**config.mk**
```make
export PLATFORM = sky130hd
export DESIGN_NAME = axi_llc_flush_walker
export DESIGN_NICKNAME = d
export VERILOG_FILES = /design/src/rtl/axi_llc_flush_walker.sv
export SDC_FILE = /design/constraint.sdc
export NUM_CORES = 1
export LEC_CHECK = 0
export ABC_AREA = 1
export BUFFER_PORTS_ARGS = -buffer_cell sky130_fd_sc_hd__buf_2
export CORE_MARGIN = 1
export CORE_UTILIZATION = 52
export CTS_BUF_LIST = sky130_fd_sc_hd__clkbuf_8
export DETAILED_ROUTE_END_ITERATION = 6
export PLACE_DENSITY = 0.89
export SYNTH_ARGS = -nofsm -noshare
export SYNTH_HDL_FRONTEND = slang
export SYNTH_SLANG_ARGS = --single-unit
```
**constraint.sdc**
```tcl
create_clock -name clk_i -period 2.7 [get_ports clk_i]
set_input_delay 0.405 -clock clk_i [delete_from_list [all_inputs] [get_ports clk_i]]
set_output_delay 0.405 -clock clk_i [all_outputs]
set_load 0.03 [all_outputs]
```
**src/rtl/axi_llc_flush_walker.sv**
```systemverilog
// Flush walker: sweeps every line of the selected ways through the tag-store port
// and forwards dirty-valid lines as eviction descriptors.
package axi_llc_pkg;
    typedef enum logic [1:0] {Bypass, Hit, Miss, Flush} llc_mode_e;
    typedef enum logic [1:0] {WalkIdle, WalkIssue, WalkDrain, WalkDone} walker_state_e;
endpackage

// Handshakes: a transfer happens on a rising clk edge where valid & ready are both high;
// a raised valid holds with stable payload until that edge.
module axi_llc_flush_walker
    import axi_llc_pkg::*;
#(
    parameter int unsigned NumWays        = 8,
    parameter int unsigned NumLines       = 256,
    parameter int unsigned TagLength      = 20,
    parameter int unsigned MaxOutstanding = 2,
    localparam int unsigned IdxW          = $clog2(NumLines)
) (
    input  logic                 clk_i,
    input  logic                 rst_i,
    input  logic                 flush_valid_i,
    output logic                 flush_ready_o,
    input  logic [NumWays-1:0]   flush_ways_i,
    output logic                 req_valid_o,
    input  logic                 req_ready_i,
    output llc_mode_e            req_mode_o,
    output logic [IdxW-1:0]      req_index_o,
    output logic [NumWays-1:0]   req_indicator_o,
    input  logic                 res_valid_i,
    output logic                 res_ready_o,
    input  logic                 res_evict_i,
    input  logic [TagLength-1:0] res_evict_tag_i,
    output logic                 evict_valid_o,
    input  logic                 evict_ready_i,
    output logic [IdxW-1:0]      evict_index_o,
    output logic [NumWays-1:0]   evict_way_o,
    output logic [TagLength-1:0] evict_tag_o,
    output logic [NumWays-1:0]   flushed_o,
    output logic                 busy_o,
    output logic                 done_o,
    output walker_state_e        state_o
);
    localparam int unsigned CntW = $clog2(MaxOutstanding + 1);
    localparam int unsigned PtrW = (MaxOutstanding > 1) ? $clog2(MaxOutstanding) : 1;

    walker_state_e       state_q, state_d;
    logic [NumWays-1:0]  mask_q, mask_d;
    logic [NumWays-1:0]  way_q, way_d;
    logic [IdxW-1:0]     idx_q, idx_d;
    logic [NumWays-1:0]  higher_ways, next_way;
    logic [CntW-1:0]     cnt_q;
    logic [PtrW-1:0]     wptr_q, rptr_q;
    logic [IdxW-1:0]     fifo_idx_q [MaxOutstanding];
    logic [NumWays-1:0]  fifo_way_q [MaxOutstanding];
    logic                accept, req_hs, res_hs, ev_hs;
    logic [NumWays-1:0]  flushed_clr, flushed_set;

    // Remaining selected ways strictly above the current one; its lowest bit is the next way.
    assign higher_ways = mask_q & ~(way_q | (way_q - 1'b1));
    assign next_way    = higher_ways & (~higher_ways + 1'b1);

    assign flush_ready_o   = (state_q == WalkIdle);
    assign busy_o          = (state_q != WalkIdle);
    assign done_o          = (state_q == WalkDone);
    assign state_o         = state_q;
    assign req_mode_o      = Flush;
    assign req_index_o     = idx_q;
    assign req_indicator_o = way_q;
    assign req_valid_o     = (state_q == WalkIssue) && (cnt_q < CntW'(MaxOutstanding));
    assign res_ready_o     = (cnt_q != '0) && (!evict_valid_o || evict_ready_i);
    assign accept          = flush_valid_i & flush_ready_o;
    assign req_hs          = req_valid_o & req_ready_i;
    assign res_hs          = res_valid_i & res_ready_o;
    assign ev_hs           = evict_valid_o & evict_ready_i;

    always_ff @(posedge clk_i) begin
        if (rst_i) begin
            state_q <= WalkIdle;
            mask_q  <= '0;
            way_q   <= '0;
            idx_q   <= '0;
        end else begin
            state_q <= state_d;
            mask_q  <= mask_d;
            way_q   <= way_d;
            idx_q   <= idx_d;
        end
    end

    always_comb begin
        state_d = state_q;
        mask_d  = mask_q;
        way_d   = way_q;
        idx_d   = idx_q;
        unique case (state_q)
            WalkIdle: begin
                if (accept) begin
                    if (flush_ways_i != '0) begin
                        state_d = WalkIssue;
                        mask_d  = flush_ways_i;
                        way_d   = flush_ways_i & (~flush_ways_i + 1'b1);
                        idx_d   = '0;
                    end else begin
                        state_d = WalkDone;
                    end
                end
            end
            WalkIssue: begin
                if (req_hs) begin
                    if (idx_q == IdxW'(NumLines - 1)) begin
                        idx_d = '0;
                        if (higher_ways == '0) begin
                            state_d = WalkDrain;
                        end else begin
                            way_d = next_way;
                        end
                    end else begin
                        idx_d = idx_q + 1'b1;
                    end
                end
            end
            WalkDrain: begin
                if (cnt_q == '0 && !evict_valid_o) begin
                    state_d = WalkDone;
                end
            end
            WalkDone: state_d = WalkIdle;
            default:  state_d = WalkIdle;
        endcase
    end

    assign flushed_clr = (accept && flush_ways_i != '0) ? flush_ways_i : '0;
    assign flushed_set = (res_hs && fifo_idx_q[rptr_q] == IdxW'(NumLines - 1)) ?
                         fifo_way_q[rptr_q] : '0;

    // Pairing FIFO: responses arrive in issue order, so the head names the answered line.
    always_ff @(posedge clk_i) begin
        if (rst_i) begin
            cnt_q         <= '0;
            wptr_q        <= '0;
            rptr_q        <= '0;
            evict_valid_o <= 1'b0;
            evict_index_o <= '0;
            evict_way_o   <= '0;
            evict_tag_o   <= '0;
            flushed_o     <= '0;
            for (int i = 0; i < int'(MaxOutstanding); i++) begin
                fifo_idx_q[i] <= '0;
                fifo_way_q[i] <= '0;
            end
        end else begin
            if (req_hs) begin
                fifo_idx_q[wptr_q] <= idx_q;
                fifo_way_q[wptr_q] <= way_q;
                wptr_q <= (wptr_q == PtrW'(MaxOutstanding - 1)) ? '0 : wptr_q + 1'b1;
            end
            if (res_hs) begin
                rptr_q <= (rptr_q == PtrW'(MaxOutstanding - 1)) ? '0 : rptr_q + 1'b1;
            end
            if (req_hs && !res_hs) begin
                cnt_q <= cnt_q + 1'b1;
            end else if (!req_hs && res_hs) begin
                cnt_q <= cnt_q - 1'b1;
            end
            if (res_hs && res_evict_i) begin
                evict_valid_o <= 1'b1;
                evict_index_o <= fifo_idx_q[rptr_q];
                evict_way_o   <= fifo_way_q[rptr_q];
                evict_tag_o   <= res_evict_tag_i;
            end else if (ev_hs) begin
                evict_valid_o <= 1'b0;
            end
            flushed_o <= (flushed_o & ~flushed_clr) | flushed_set;
        end
    end
endmodule
```
==> impl_table.tex, run 1 <==
\begin{tabular}{lr}
\hline
Metric & Value \\
\hline
\multicolumn{2}{l}{\textbf{Die}} \\
\quad Die span in x & 97.66 um \\
\quad Total die area & 0.009537 sq mm \\
\quad Top-Level Pins & 105 \\
\quad Number of core rows & 34 \\
\quad Effective utilization at floorplan & approximately 54\% \\
\quad Core outline area & 0.008806 sq mm \\
\quad Vert. Die Dim & between 90 and 100 um \\
\multicolumn{2}{l}{\textbf{Yosys}} \\
\quad Synthesized-area fraction occupied by ao, oa, aoi and oai cells & 9.256\% \\
\quad Dominant combinational cell family by area after synthesis & simple AND/OR/NAND/NOR gates \\
\quad Synthesized-area fraction occupied by xor and xnor cells & 0.5522\% \\
\quad Yosys warning total & 0 \\
\quad Fraction of post-synthesis cell area in the top cell type by area & 31.55\% \\
\quad Area of the mapped netlist & 0.004758 sq mm \\
\quad EDFF count, synth & 32 \\
\quad Multiplexer share of the synthesized area & 2.524\% \\
\quad Count leader, synth & sky130\_fd\_sc\_hd\_\_nor2\_1 \\
\quad Number of synthesized register bits & 107 \\
\quad Top flip-flop cell by instance count after synthesis & sky130\_fd\_sc\_hd\_\_dfxtp\_1 \\
\quad Commonest cells in the synthesized netlist & 139 x sky130\_fd\_sc\_hd\_\_nor2\_1, 97 x sky130\_fd\_sc\_hd\_\_nand2\_1, 75 x sky130\_fd\_sc\_hd\_\_dfxtp\_1 \\
\quad Register area share after synthesis & 51.75\% \\
\quad Post-synthesis cell count & 580 \\
\quad Area fraction in and, or, nand and nor cells after synthesis & between 20\% and 30\% \\
\quad Largest cells by area after synthesis & sky130\_fd\_sc\_hd\_\_dfxtp\_1 32\%, sky130\_fd\_sc\_hd\_\_edfxtp\_1 20\%, sky130\_fd\_sc\_hd\_\_nor2\_1 11\% \\
\quad Library cell with the largest summed area after synthesis & sky130\_fd\_sc\_hd\_\_dfxtp\_1 \\
\quad Count of unique library cells instantiated by Yosys & 36 \\
\quad Per-instance average area after synthesis & 8.204 sq um \\
\quad Adder-cell area share of the yosys netlist & 1.578\% \\
\quad Synth async-reset ratio & 0\% \\
\multicolumn{2}{l}{\textbf{Placement}} \\
\quad Cell count after placement & around 780 \\
\quad Port-buffer cells & 102 \\
\quad DP HPWL & 8197 um \\
\quad Weighted congestion reported at the end of routability-driven placement & 0.9405 \\
\quad Cell Area, Placed & between 0.005 and 0.006 sq mm \\
\multicolumn{2}{l}{\textbf{Setup path}} \\
\quad CP top delay family & buffers and inverters \\
\quad CP Cell Sequence & inv\_1, ha\_1, buf\_4, inv\_2, nor2\_1, buf\_2 \\
\quad Crit path max-delay cell type & sky130\_fd\_sc\_hd\_\_dfxtp\_1 \\
\quad Nature of the critical path startpoint & flop \\
\quad Arrival time reported for the critical path endpoint & about 1.7 ns \\
\quad Number of buffer and inverter stages on the critical path & 4 \\
\quad Required arrival time at the worst endpoint & 2.30 ns \\
\quad Critical path class & flop to output port \\
\quad Peak per-stage delay on the critical path & 0.41 ns \\
\quad Category of the worst setup path capture point & output port \\
\quad Max FO, Critical Path & 13 \\
\multicolumn{2}{l}{\textbf{Global route}} \\
\quad GRT Resource Usage Total & 23.97\% \\
\quad Grt ovf & 0 \\
\quad Number of global-route vias before repair & just under 4,000 \\
\quad Initial antenna violation count & 0 \\
\quad First-pass GRT wire length & 18,210 um \\
\quad Largest net degree at the start of global routing & 44 \\
\multicolumn{2}{l}{\textbf{Finish}} \\
\quad N\_diodes & 0 \\
\quad Layout-stage area growth over the synthesis result & 17.35\% \\
\quad Number of non-filler instances in the completed layout & 791 \\
\quad Share of layout cells above drive strength 1 & a little under a quarter \\
\quad Final design instance area without fill & 0.005584 sq mm \\
\quad Final design utilization & approximately 63\% \\
\quad Number of nets in the layout & about 720 \\
\multicolumn{2}{l}{\textbf{Power and ir drop}} \\
\quad Static leakage power & 2.434 nW \\
\quad Net load switching power & 2.003 mW \\
\quad Relative contribution of sequential cells to total power & approximately 40\% \\
\quad Total power per unit cell area & between 900 and 1000 mW/mm\^{}2 \\
\quad Clock group share of total power & 22.7\% \\
\quad Share of power burned in combinational logic & 36.9\% \\
\quad Internal Power & 3.045 mW \\
\quad Net Sw Frac & 39.67\% \\
\quad IR drop worst, VDD & roughly 0.00058 V \\
\multicolumn{2}{l}{\textbf{Hold path}} \\
\quad Type of the worst min-delay path & input pin to flop \\
\multicolumn{2}{l}{\textbf{CTS}} \\
\quad Master cell of the clock root buffer & sky130\_fd\_sc\_hd\_\_clkbuf\_8 \\
\quad Clock sink count & 107 \\
\quad Number of buffers created by CTS & 9 \\
\quad Cells resized by post-CTS repair & 0 \\
\quad Max H-tree Level & 3 \\
\quad Clock edge transition at the registers on the reported setup and hold paths & 0.10 ns \\
\quad Post-CTS Hold Fix Bufs & 0 \\
\quad Worst-case clock buffer depth & 2 \\
\quad Count of buffers added by post-CTS timing repair for setup & 0 \\
\quad Insertion delay to the later sink of the worst-skew pair & 0.37 ns \\
\quad Clock tree from TritonCTS & yes \\
\multicolumn{2}{l}{\textbf{STA}} \\
\quad Worst-case hold slack & 0.2958 ns \\
\quad Fin Clk Skew & 0.01997 ns \\
\quad Setup violation total in the final timing report & 0 \\
\quad Share of the cycle needed by the critical path after routing & 77.61\% \\
\quad Peak Freq & 477.2 MHz \\
\quad Minimum clock period after layout & 2.096 ns \\
\quad Transition time at the pin with the least slew margin & 0.7418 ns \\
\quad Relative slew margins & 50.48\% \\
\quad Count of pins over their slew limit & 0 \\
\quad Final number of hold-violating endpoints & 0 \\
\quad Total Negative Setup Slacks & 0 ns \\
\quad RSZ-0062 raised after global routing & no \\
\multicolumn{2}{l}{\textbf{Route}} \\
\quad Drt initial violations & 267 \\
\quad Wire length per cell & 13.98 um \\
\quad Antenna Violating Nets Remaining & 0 \\
\quad TritonRoute pass-1 iters & 7 \\
\quad DRC Markers & 28 \\
\quad Routed via count & approximately 4,200 \\
\quad Total length of routed wires & 11,060 um \\
\quad Via/cell ratio & 5.273 \\
\multicolumn{2}{l}{\textbf{Run status}} \\
\quad Violated checks & DRC \\
\quad Status & finished with violations \\
\multicolumn{2}{l}{\textbf{Run}} \\
\quad Maximum Capacitance Violations & 0 \\
\hline
\end{tabular}
==> worst paths after layout <==
check	start	to	slack [ns]	depth (start not counted)
min	res_evict_tag_i[8]	evict_tag_o[8]$_SDFFE_PP0P_	0.30	3
max reg2reg	flop	flushed_o[0]$_SDFF_PP0_	0.76	4
min reg2reg	evict_way_o[5]$_SDFFE_PP0P_	evict_way_o[5]$_SDFFE_PP0P_	0.47	2
max	state_o[1]$_SDFFE_PP0P_	req_valid_o	0.60	6
==> power by group through the flow <==
stage | Clock [mW] | Combinational, mW | Sequential [mW]
5_1_grt | 1.22 | 2.05 | 2.06
2_1_floorplan | 0 | 1.21 | 2.27
3_5_place_dp | 0 | 1.84 | 2.07
4_1_cts | 1.16 | 1.86 | 2.04
3_3_place_gp | 0 | 1.80 | 2.06
6_report | 1.15 | 1.86 | 2.04
==> per-stage QoR <==
step / total power, mW / setup WS, ns
floorplan: 3.475 / 0.4499
detailed placement: 3.918 / 0.8007
finish: 5.048 / 0.6044
global route: 5.332 / 0.5275
global placement: 3.856 / 0.8878
CTS: 5.051 / 0.5862
==> tightest hold or removal path, stage by stage <==
cell and delay [ns]:
sky130_fd_sc_hd__buf_2 0.07, sky130_fd_sc_hd__o21ai_0 0.07, sky130_fd_sc_hd__nor2_1 0.08
==> area by class of cell <==
cell class	count	area (sq um)
fillers	735	3222
flip-flops and latches	107	2462
multi-input cells	402	1998
repair buffers	109	563.0
inverters	49	186.4
well taps	108	135.1
clock buffers	9	123.9
clock inverters	7	115.1
==> flip-flops by register name, indices dropped and copies added, names as in the netlist, named ones only <==
| signal | count |
|---|---|
| evict_tag_o | 20 |
| fifo_idx_q | 16 |
| fifo_way_q | 16 |
| evict_index_o | 8 |
| evict_way_o | 8 |
| flushed_o | 8 |
| req_index_o | 8 |
| req_indicator_o | 8 |
| mask_q | 7 |
| cnt_q | 2 |
| state_o | 2 |
| evict_valid_o | 1 |
| rptr_q | 1 |
| wptr_q | 1 |
==> placed cells by master (no fill, tap or decap), types with 6 or more instances in the layout <==
master / Yosys / final
sky130_fd_sc_hd__a211oi_1: 7 / 7
sky130_fd_sc_hd__a21oi_1: 34 / 34
sky130_fd_sc_hd__buf_2: 8 / 102
sky130_fd_sc_hd__buf_4: 3 / 7
sky130_fd_sc_hd__clkbuf_8: 0 / 9
sky130_fd_sc_hd__dfxtp_1: 75 / 75
sky130_fd_sc_hd__edfxtp_1: 32 / 32
sky130_fd_sc_hd__ha_1: 6 / 6
sky130_fd_sc_hd__inv_1: 43 / 45
sky130_fd_sc_hd__mux2_2: 8 / 8
sky130_fd_sc_hd__nand2_1: 97 / 97
sky130_fd_sc_hd__nand3_1: 25 / 25
sky130_fd_sc_hd__nand4_1: 10 / 10
sky130_fd_sc_hd__nor2_1: 139 / 139
sky130_fd_sc_hd__o21ai_0: 32 / 32
==> routing by layer <==
metal	global-route usage [%]	vias up	share of wire, %
li1	-	2074	-
met1	30.56	1917	44
met2	40.81	166	48
met3	4.460	14	6.8
met4	8.159	0	1.4
met5	0	-	0
==> cells by family (layout without fill, tap and decap cells) <==
family | count (synthesis) | in the layout
buffers and inverters | 72 | 174
adders and majority gates | 6 | 6
other | 1 | 2
muxes | 11 | 11
xor gates and xnor gates | 3 | 3
and+or+nand+nor | 298 | 298
DFF | 107 | 107
AOI/OAI and AO/OA | 82 | 82
No activity file was read; power rests on OpenSTA's default activity.
==> inputs of run 2 (changes only) <==
Settings changed: ABC_AREA 1 to 0.
Clock period 2.7 ns to 2.06 ns, I/O delays scaled along.
==> run 2 against run 1 <==
The flow still finishes with violations (DRC). Clock-buffer cell count rose by 2. Area after synthesis fell by 2.8%. Core utilization rose by 1.4 points. Clock power rose by 45%. Non-clock buffer count rose by 11. Combinational power rose by 36%. Global-route usage fell by 0.54 points. Sequential cell count did not move. Sequential share of layout area fell by 0.22 points. Largest power group unchanged. First-iteration DRC count fell by 18%. Final cell count fell by 13%. Die area fell by 2.8%.
==> impl_table.tex, run 2 <==
\begin{tabular}{lr}
\hline
Metric & Value \\
\hline
\multicolumn{2}{l}{\textbf{Yosys}} \\
\quad Yosys warning total & 0 \\
\quad Library cell with the largest summed area after synthesis & sky130\_fd\_sc\_hd\_\_dfxtp\_1 \\
\quad Synth async-reset ratio & 0\% \\
\quad Number of synthesized register bits & 107 \\
\quad Synthesized-area fraction occupied by ao, oa, aoi and oai cells & 13.66\% \\
\quad Dominant combinational cell family by area after synthesis & simple AND/OR/NAND/NOR gates \\
\quad Multiplexer share of the synthesized area & approximately 3.2\% \\
\quad Synthesized-area fraction occupied by xor and xnor cells & 2.083\% \\
\quad Register area share after synthesis & 53.25\% \\
\quad Adder-cell area share of the yosys netlist & under 10\% \\
\quad Area of the mapped netlist & 0.004624 sq mm \\
\quad Count of unique library cells instantiated by Yosys & 54 \\
\quad Fraction of post-synthesis cell area in the top cell type by area & about a third \\
\quad Area fraction in and, or, nand and nor cells after synthesis & 23.13\% \\
\quad Commonest cells in the synthesized netlist & 75 x sky130\_fd\_sc\_hd\_\_dfxtp\_1, 71 x sky130\_fd\_sc\_hd\_\_nand2\_1, 54 x sky130\_fd\_sc\_hd\_\_nor2\_1 \\
\quad Post-synthesis cell count & 473 \\
\quad Largest cells by area after synthesis & sky130\_fd\_sc\_hd\_\_dfxtp\_1 32\%, sky130\_fd\_sc\_hd\_\_edfxtp\_1 21\%, sky130\_fd\_sc\_hd\_\_nand2\_1 5.8\% \\
\quad Top flip-flop cell by instance count after synthesis & sky130\_fd\_sc\_hd\_\_dfxtp\_1 \\
\quad Count leader, synth & sky130\_fd\_sc\_hd\_\_dfxtp\_1 \\
\quad Per-instance average area after synthesis & $\sim$10 sq um \\
\quad EDFF count, synth & 32 \\
\multicolumn{2}{l}{\textbf{Finish}} \\
\quad Number of fill cells in the layout & 703 \\
\quad Final design utilization & about 65\% \\
\quad Top library cells by usage in the layout, fill and taps aside & 102 x sky130\_fd\_sc\_hd\_\_buf\_2, 71 x sky130\_fd\_sc\_hd\_\_nand2\_1, 71 x sky130\_fd\_sc\_hd\_\_dfxtp\_1 \\
\quad Storage element area & around 0.0025 sq mm \\
\quad Number of nets in the layout & 620 \\
\quad Layout-stage area growth over the synthesis result & 21.62\% \\
\quad Share of layout cells above drive strength 1 & 28.60\% \\
\quad N\_diodes & 0 \\
\quad Final design instance area without fill & 0.005624 sq mm \\
\quad Flip-flop count of the largest register after layout & 20 \\
\quad Most frequent standard cell in the layout excluding fill and tap cells & sky130\_fd\_sc\_hd\_\_buf\_2 \\
\quad Top reg by flops & evict\_tag\_o \\
\quad Largest registers & evict\_tag\_o: 20 flops, fifo\_idx\_q: 16 flops, fifo\_way\_q: 16 flops \\
\quad Area taken by multi-input logic gates & roughly 0.0021 sq mm \\
\multicolumn{2}{l}{\textbf{STA}} \\
\quad Transition time at the pin with the least slew margin & 0.6977 ns \\
\quad Peak Freq & just over 500 MHz \\
\quad Minimum clock period after layout & around 2.0 ns \\
\quad Count of pins over their slew limit & 0 \\
\quad Fin Clk Skew & 0.01149 ns \\
\quad Relative slew margins & 53.35\% \\
\quad Setup violation total in the final timing report & 0 \\
\quad Final number of hold-violating endpoints & 0 \\
\quad Share of the cycle needed by the critical path after routing & 96.27\% \\
\quad Crit path setup slack, layout & 0.07676 ns \\
\multicolumn{2}{l}{\textbf{Die}} \\
\quad Total die area & 0.009275 sq mm \\
\quad Vert. Die Dim & slightly below 100 um \\
\quad Core outline area & 0.008678 sq mm \\
\quad Die span in x & 96.31 um \\
\quad Number of core rows & 34 \\
\quad Effective utilization at floorplan & roughly 53\% \\
\quad Top-Level Pins & 105 \\
\multicolumn{2}{l}{\textbf{Global route}} \\
\quad Most congested layer reported by global routing & met2 \\
\quad Global-route met3 utilization & 4.423\% \\
\quad Grt ovf & 0 \\
\quad GRT Resource Usage Total & 23.43\% \\
\quad Fraction of met1 tracks used by global routing & 29.43\% \\
\quad Largest net degree at the start of global routing & 40 \\
\quad Met2 layer usage reported by global route & 38.77\% \\
\quad Number of global-route vias before repair & 3,367 \\
\quad First-pass GRT wire length & about 16,000 um \\
\quad Initial antenna violation count & 0 \\
\multicolumn{2}{l}{\textbf{Placement}} \\
\quad Cell Area, Placed & 0.005326 sq mm \\
\quad DP HPWL & 7703 um \\
\quad Worst Setup Slack post-DPL & 0.009866 ns \\
\quad Weighted congestion reported at the end of routability-driven placement & 0.8976 \\
\quad Port-buffer cells & slightly above 100 \\
\multicolumn{2}{l}{\textbf{CTS}} \\
\quad Insertion delay to the later sink of the worst-skew pair & 0.36 ns \\
\quad Master cell of the clock root buffer & sky130\_fd\_sc\_hd\_\_clkbuf\_8 \\
\quad Clock tree from TritonCTS & yes \\
\quad Number of buffers created by CTS & 9 \\
\quad Worst-case clock buffer depth & 2 \\
\quad Clock sink count & 107 \\
\quad Clock edge transition at the registers on the reported setup and hold paths & 0.10 ns \\
\quad Max H-tree Level & 3 \\
\multicolumn{2}{l}{\textbf{Power and ir drop}} \\
\quad Clock group share of total power & 23.7\% \\
\quad IR drop worst, VDD & 0.001411 V \\
\quad Net Sw Frac & 37.30\% \\
\quad Post-layout power & 7.031 mW \\
\quad Relative contribution of sequential cells to total power & approximately two fifths \\
\quad Net load switching power & 2.622 mW \\
\quad Internal Power & 4.408 mW \\
\quad Static leakage power & about 2.3 nW \\
\quad Share of power burned in combinational logic & 36.0\% \\
\quad Total power per unit cell area & between 1000 and 1500 mW/mm\^{}2 \\
\multicolumn{2}{l}{\textbf{Route}} \\
\quad Wire length per cell & 15.33 um \\
\quad Via/cell ratio & 5.474 \\
\quad Drt initial violations & 218 \\
\quad Antenna Violating Nets Remaining & 0 \\
\quad TritonRoute pass-1 iters & 7 \\
\quad Routed via count & $\sim$3,800 \\
\quad Total length of routed wires & around 11,000 um \\
\quad DRC Markers & 1 \\
\multicolumn{2}{l}{\textbf{Setup path}} \\
\quad Arrival time reported for the critical path endpoint & 2.25 ns \\
\quad Category of the worst setup path capture point & flop \\
\quad Nature of the critical path startpoint & flop \\
\quad Critical path class & flop to flop \\
\quad Register-to-Register Path Depth & 6 \\
\quad Max FO, Critical Path & 7 \\
\quad Required arrival time at the worst endpoint & 2.33 ns \\
\multicolumn{2}{l}{\textbf{Run}} \\
\quad Maximum Capacitance Violations & 0 \\
\multicolumn{2}{l}{\textbf{Hold path}} \\
\quad Hold path cells & 3 \\
\quad Type of the worst min-delay path & input pin to flop \\
\multicolumn{2}{l}{\textbf{Run status}} \\
\quad Violated checks & DRC \\
\quad Status & finished with violations \\
\hline
\end{tabular}
[run 2: changes by cell type after synthesis, sizes merged, moves of 14 or more]
cell   change
and2      +33
nor2b     +14
nand2     -33
nor2      -95
nand3     -19
o21ai     -35
inv       -43
[run 2: power groups by stage]
stage	Clock (mW)	Sequential [mW]	Combinational, mW
finish	1.67	2.83	2.53
global route	1.78	2.87	2.73
CTS	1.69	2.80	2.48
detailed placement	0	2.84	2.46
global placement	0	2.81	2.38
floorplan	0	3.14	1.43
[run 2: kinds of logic (layout without fill, tap and decap cells)]
logic type | Yosys count | count (layout)
muxes | 15 | 15
AOI/OAI and AO/OA | 84 | 84
and+or+nand+nor | 217 | 217
adders and majority gates | 6 | 6
other | 1 | 2
buffers and inverters | 32 | 142
xor gates and xnor gates | 11 | 11
DFF | 107 | 107
[run 2: timing repair]
action / 4_1_cts / 5_1_grt
hold buffers: 0 / 0
setup endpoints to repair: 0 / 25
buffers inserted: 0 / 0
resized for setup: 0 / 6
[run 2: cell type report]
cell class	count	area share [%]
flip-flops and latches	107	43.87
multi-input cells	335	36.73
repair buffers	120	11.70
clock buffers	11	2.692
well taps	108	2.403
clock inverters	5	2.202
inverters	6	0.4004
[run 2: per-layer routing]
layer	vias to the layer above	share of wire (%)	routed length (um)
li1	1860	-	-
met1	1774	43	4609
met2	132	48	5075
met3	22	6.0	641
met4	0	2.6	279
met5	-	0	0
[run 2: final timing paths]
check | startpoint | to | slack (ns)
worst max register to register | req_indicator_o[2]$_SDFFE_PP0P_ | state_o[0]$_SDFFE_PP0P_ | 0.08
worst min-delay path | res_evict_tag_i[5] | evict_tag_o[5]$_SDFFE_PP0P_ | 0.17
worst min register to register | evict_tag_o[13]$_SDFFE_PP0P_ | evict_tag_o[13]$_SDFFE_PP0P_ | 0.46
worst max-delay path | req_indicator_o[2]$_SDFFE_PP0P_ | state_o[0]$_SDFFE_PP0P_ | 0.08
[run 2: through the flow]
stage               std cells  hold slack, ns    TNS, ns
finish                    692          0.1727          0
global route              692          0.1771  -0.002390
CTS                       692          0.1612          0
detailed placement        676          0.4465          0
global placement          676          0.4381          0
floorplan                 474          0.4315          0
[run 2: critical path, stage by stage (launching register included)]
cell and delay, ns:
sky130_fd_sc_hd__dfxtp_1 0.41, sky130_fd_sc_hd__or4_4 0.57, sky130_fd_sc_hd__o22ai_2 0.19, sky130_fd_sc_hd__a21o_2 0.21, sky130_fd_sc_hd__a21bo_2 0.17, sky130_fd_sc_hd__nand2_1 0.07, sky130_fd_sc_hd__a221oi_1 0.28
==> inputs of run 3 (changes only) <==
Clock period 2.06 ns to 1.9 ns, I/O delays scaled along.
==> run 3 against run 2 <==
The flow now finishes without violations. Combinational power up 26%. Global-route usage up 0.27 points. Final area up 3.9%. Register-to-register slack worse by 0.06 ns. Clock skew down 0.0021 ns. Critical path depth unchanged. Total power up 6.4%. Critical path type unchanged.
==> impl_table.tex, run 3 (synthesis results as in run 2) <==
\begin{tabular}{lr}
\hline
Metric & Value \\
\hline
\multicolumn{2}{l}{\textbf{Route}} \\
\quad Via/cell ratio & 5.428 \\
\quad DRC Markers & 0 \\
\quad Routed via count & 3,919 \\
\quad Wire length per cell & 14.99 um \\
\quad Total length of routed wires & 10,820 um \\
\quad Antenna Violating Nets Remaining & 0 \\
\quad TritonRoute pass-1 iters & 4 \\
\quad Drt initial violations & around 160 \\
\multicolumn{2}{l}{\textbf{Finish}} \\
\quad Number of fill cells in the layout & $\sim$700 \\
\quad Most frequent standard cell in the layout excluding fill and tap cells & sky130\_fd\_sc\_hd\_\_buf\_2 \\
\quad Layout-stage area growth over the synthesis result & 26.38\% \\
\quad Top reg by flops & evict\_tag\_o \\
\quad Number of nets in the layout & 650 \\
\quad Flip-flop count of the largest register after layout & 20 \\
\quad N\_diodes & 0 \\
\quad Top library cells by usage in the layout, fill and taps aside & 102 x sky130\_fd\_sc\_hd\_\_buf\_2, 69 x sky130\_fd\_sc\_hd\_\_nand2\_1, 67 x sky130\_fd\_sc\_hd\_\_dfxtp\_1 \\
\quad Largest registers & evict\_tag\_o: 20 flops, fifo\_idx\_q: 16 flops, fifo\_way\_q: 16 flops \\
\quad Final design instance area without fill & 0.005844 sq mm \\
\quad Share of layout cells above drive strength 1 & 34.20\% \\
\multicolumn{2}{l}{\textbf{CTS}} \\
\quad Insertion delay to the later sink of the worst-skew pair & $\sim$0.36 ns \\
\quad Clock tree from TritonCTS & yes \\
\quad Worst-case clock buffer depth & 2 \\
\quad Master cell of the clock root buffer & sky130\_fd\_sc\_hd\_\_clkbuf\_8 \\
\quad Max H-tree Level & 3 \\
\quad Clock edge transition at the registers on the reported setup and hold paths & 0.10 ns \\
\quad Clock sink count & approximately 110 \\
\quad Number of buffers created by CTS & 9 \\
\multicolumn{2}{l}{\textbf{Hold path}} \\
\quad Worst hold start & res\_evict\_tag\_i[5] \\
\quad Hold path endpoint & evict\_tag\_o[5]\$\_SDFFE\_PP0P\_ \\
\quad Type of the worst min-delay path & input pin to flop \\
\quad Hold path cells & 3 \\
\multicolumn{2}{l}{\textbf{Setup path}} \\
\quad Worst R2R Start & req\_indicator\_o[0]\$\_SDFFE\_PP0P\_ \\
\quad Category of the worst setup path capture point & flop \\
\quad Critical path class & flop to flop \\
\quad Register-to-Register Path Depth & 6 \\
\quad Critical Path Start & req\_indicator\_o[0]\$\_SDFFE\_PP0P\_ \\
\quad Nature of the critical path startpoint & flop \\
\quad Crit path max-delay cell type & sky130\_fd\_sc\_hd\_\_or4\_4 \\
\quad Max FO, Critical Path & 3 \\
\quad CP Cell Sequence & or4\_4, o22ai\_2, a21o\_2, a21bo\_2, nand2\_1, a221oi\_1 \\
\quad Arrival time reported for the critical path endpoint & 2.15 ns \\
\quad Required arrival time at the worst endpoint & 2.17 ns \\
\quad End of the worst register-to-register path & state\_o[0]\$\_SDFFE\_PP0P\_ \\
\quad Worst reg-to-reg setup slack & 0.02 ns \\
\quad Peak per-stage delay on the critical path & 0.56 ns \\
\multicolumn{2}{l}{\textbf{STA}} \\
\quad Worst-case hold slack & 0.1443 ns \\
\quad RSZ-0062 raised after global routing & yes \\
\quad Count of pins over their slew limit & 0 \\
\quad Transition time at the pin with the least slew margin & 0.7207 ns \\
\quad Peak Freq & 530.8 MHz \\
\quad Setup violation total in the final timing report & 0 \\
\quad Final number of hold-violating endpoints & 0 \\
\quad Fin Clk Skew & 0.009410 ns \\
\quad Minimum clock period after layout & 1.884 ns \\
\quad Share of the cycle needed by the critical path after routing & slightly below 100\% \\
\quad Relative slew margins & 51.95\% \\
\quad Crit path setup slack, layout & between 0.015 and 0.02 ns \\
\multicolumn{2}{l}{\textbf{Global route}} \\
\quad First-pass GRT wire length & 16,640 um \\
\quad Largest net degree at the start of global routing & 71 \\
\quad Grt ovf & 0 \\
\quad GRT Resource Usage Total & between 20\% and 30\% \\
\quad Number of global-route vias before repair & $\sim$3,600 \\
\quad Initial antenna violation count & 0 \\
\multicolumn{2}{l}{\textbf{Die}} \\
\quad Core outline area & 0.008678 sq mm \\
\quad Top-Level Pins & around 110 \\
\quad Vert. Die Dim & between 90 and 100 um \\
\quad Effective utilization at floorplan & 53.29\% \\
\quad Total die area & approximately 0.0093 sq mm \\
\quad Number of core rows & 34 \\
\quad Die span in x & 96.31 um \\
\multicolumn{2}{l}{\textbf{Placement}} \\
\quad DP HPWL & 8151 um \\
\quad Port-buffer cells & 102 \\
\quad Cell Area, Placed & 0.005598 sq mm \\
\quad Weighted congestion reported at the end of routability-driven placement & $\sim$0.91 \\
\quad Worst Setup Slack post-DPL & -0.1384 ns \\
\multicolumn{2}{l}{\textbf{Power and ir drop}} \\
\quad Static leakage power & 2.430 nW \\
\quad Total power per unit cell area & around 1300 mW/mm\^{}2 \\
\quad IR drop worst, VDD & 0.001072 V \\
\quad Post-layout power & 7.480 mW \\
\multicolumn{2}{l}{\textbf{Run status}} \\
\quad Status & completed \\
\multicolumn{2}{l}{\textbf{Run}} \\
\quad Maximum Capacitance Violations & 0 \\
\hline
\end{tabular}
run 3: cell count changes in the layout (fill, tap and decap cells not counted), moves of 3 or more:
cell,previous run,this run
sky130_fd_sc_hd__dfxtp_2,4,8
sky130_fd_sc_hd__dfxtp_1,71,67
sky130_fd_sc_hd__bufinv_16,4,0
sky130_fd_sc_hd__clkinv_4,0,3
sky130_fd_sc_hd__buf_4,17,43
run 3: final cells by class:
cell class              instances  area, sq um  area share [%]
inverters                       6        25.02          0.4282
clock inverters                 6        48.80          0.8349
well taps                     108        135.1           2.312
multi-input cells             335         2110           36.09
clock buffers                  10        137.6           2.355
repair buffers                150        915.9           15.67
flip-flops and latches        107         2472           42.30
run 3: repair_timing:
| action | CTS | global route |
|---|---|---|
| pin swaps | 0 | 6 |
| setup endpoints to repair | 1 | 31 |
| gates resized for setup | 1 | 11 |
| setup buffers | 0 | 1 |
| hold buffers | 0 | 0 |
run 3: critical path: cells and delay by family (launching register included):
family	cells	cell delay (ns)
AOI/OAI and AO/OA	4	0.80
and+or+nand+nor	2	0.65
DFF	1	0.33
run 3: metal layers:
layer	GRT usage (%)	vias up	share of wire [%]
met4	6.250	0	0.94
met2	41.78	134	50
met3	4.502	14	6.8
met1	29.69	1846	42
li1	-	1925	-
met5	0	-	0
run 3: through the flow:
step                std cells  TNS (ns)  util, %
floorplan                 474         0        -
CTS                       721         0    66.72
finish                    722         0    67.34
global route              722   -0.1737    67.34
global placement          705   -0.6329    64.50
detailed placement        705    -1.475    64.50
run 3: where the power goes:
| group | leakage [nW] | switching, mW | internal, mW | total, mW |
|---|---|---|---|---|
| Sequential | 0.945 | 0.268 | 2.71 | 2.98 |
| Clock | 0.0987 | 0.782 | 0.528 | 1.31 |
| Combinational | 1.39 | 1.93 | 1.26 | 3.19 |
run 3: worst max path at each step:
stage	end	slack (ns)	depth (start not counted)
floorplan	req_indicator_o[4]$_SDFFE_PP0P_	0.004	8
global placement	req_indicator_o[0]$_SDFFE_PP0P_	-0.07	8
detailed placement	req_indicator_o[0]$_SDFFE_PP0P_	-0.14	8
CTS	state_o[1]$_SDFFE_PP0P_	0.01	6
global route	state_o[0]$_SDFFE_PP0P_	-0.07	6
finish	state_o[0]$_SDFFE_PP0P_	0.02	6
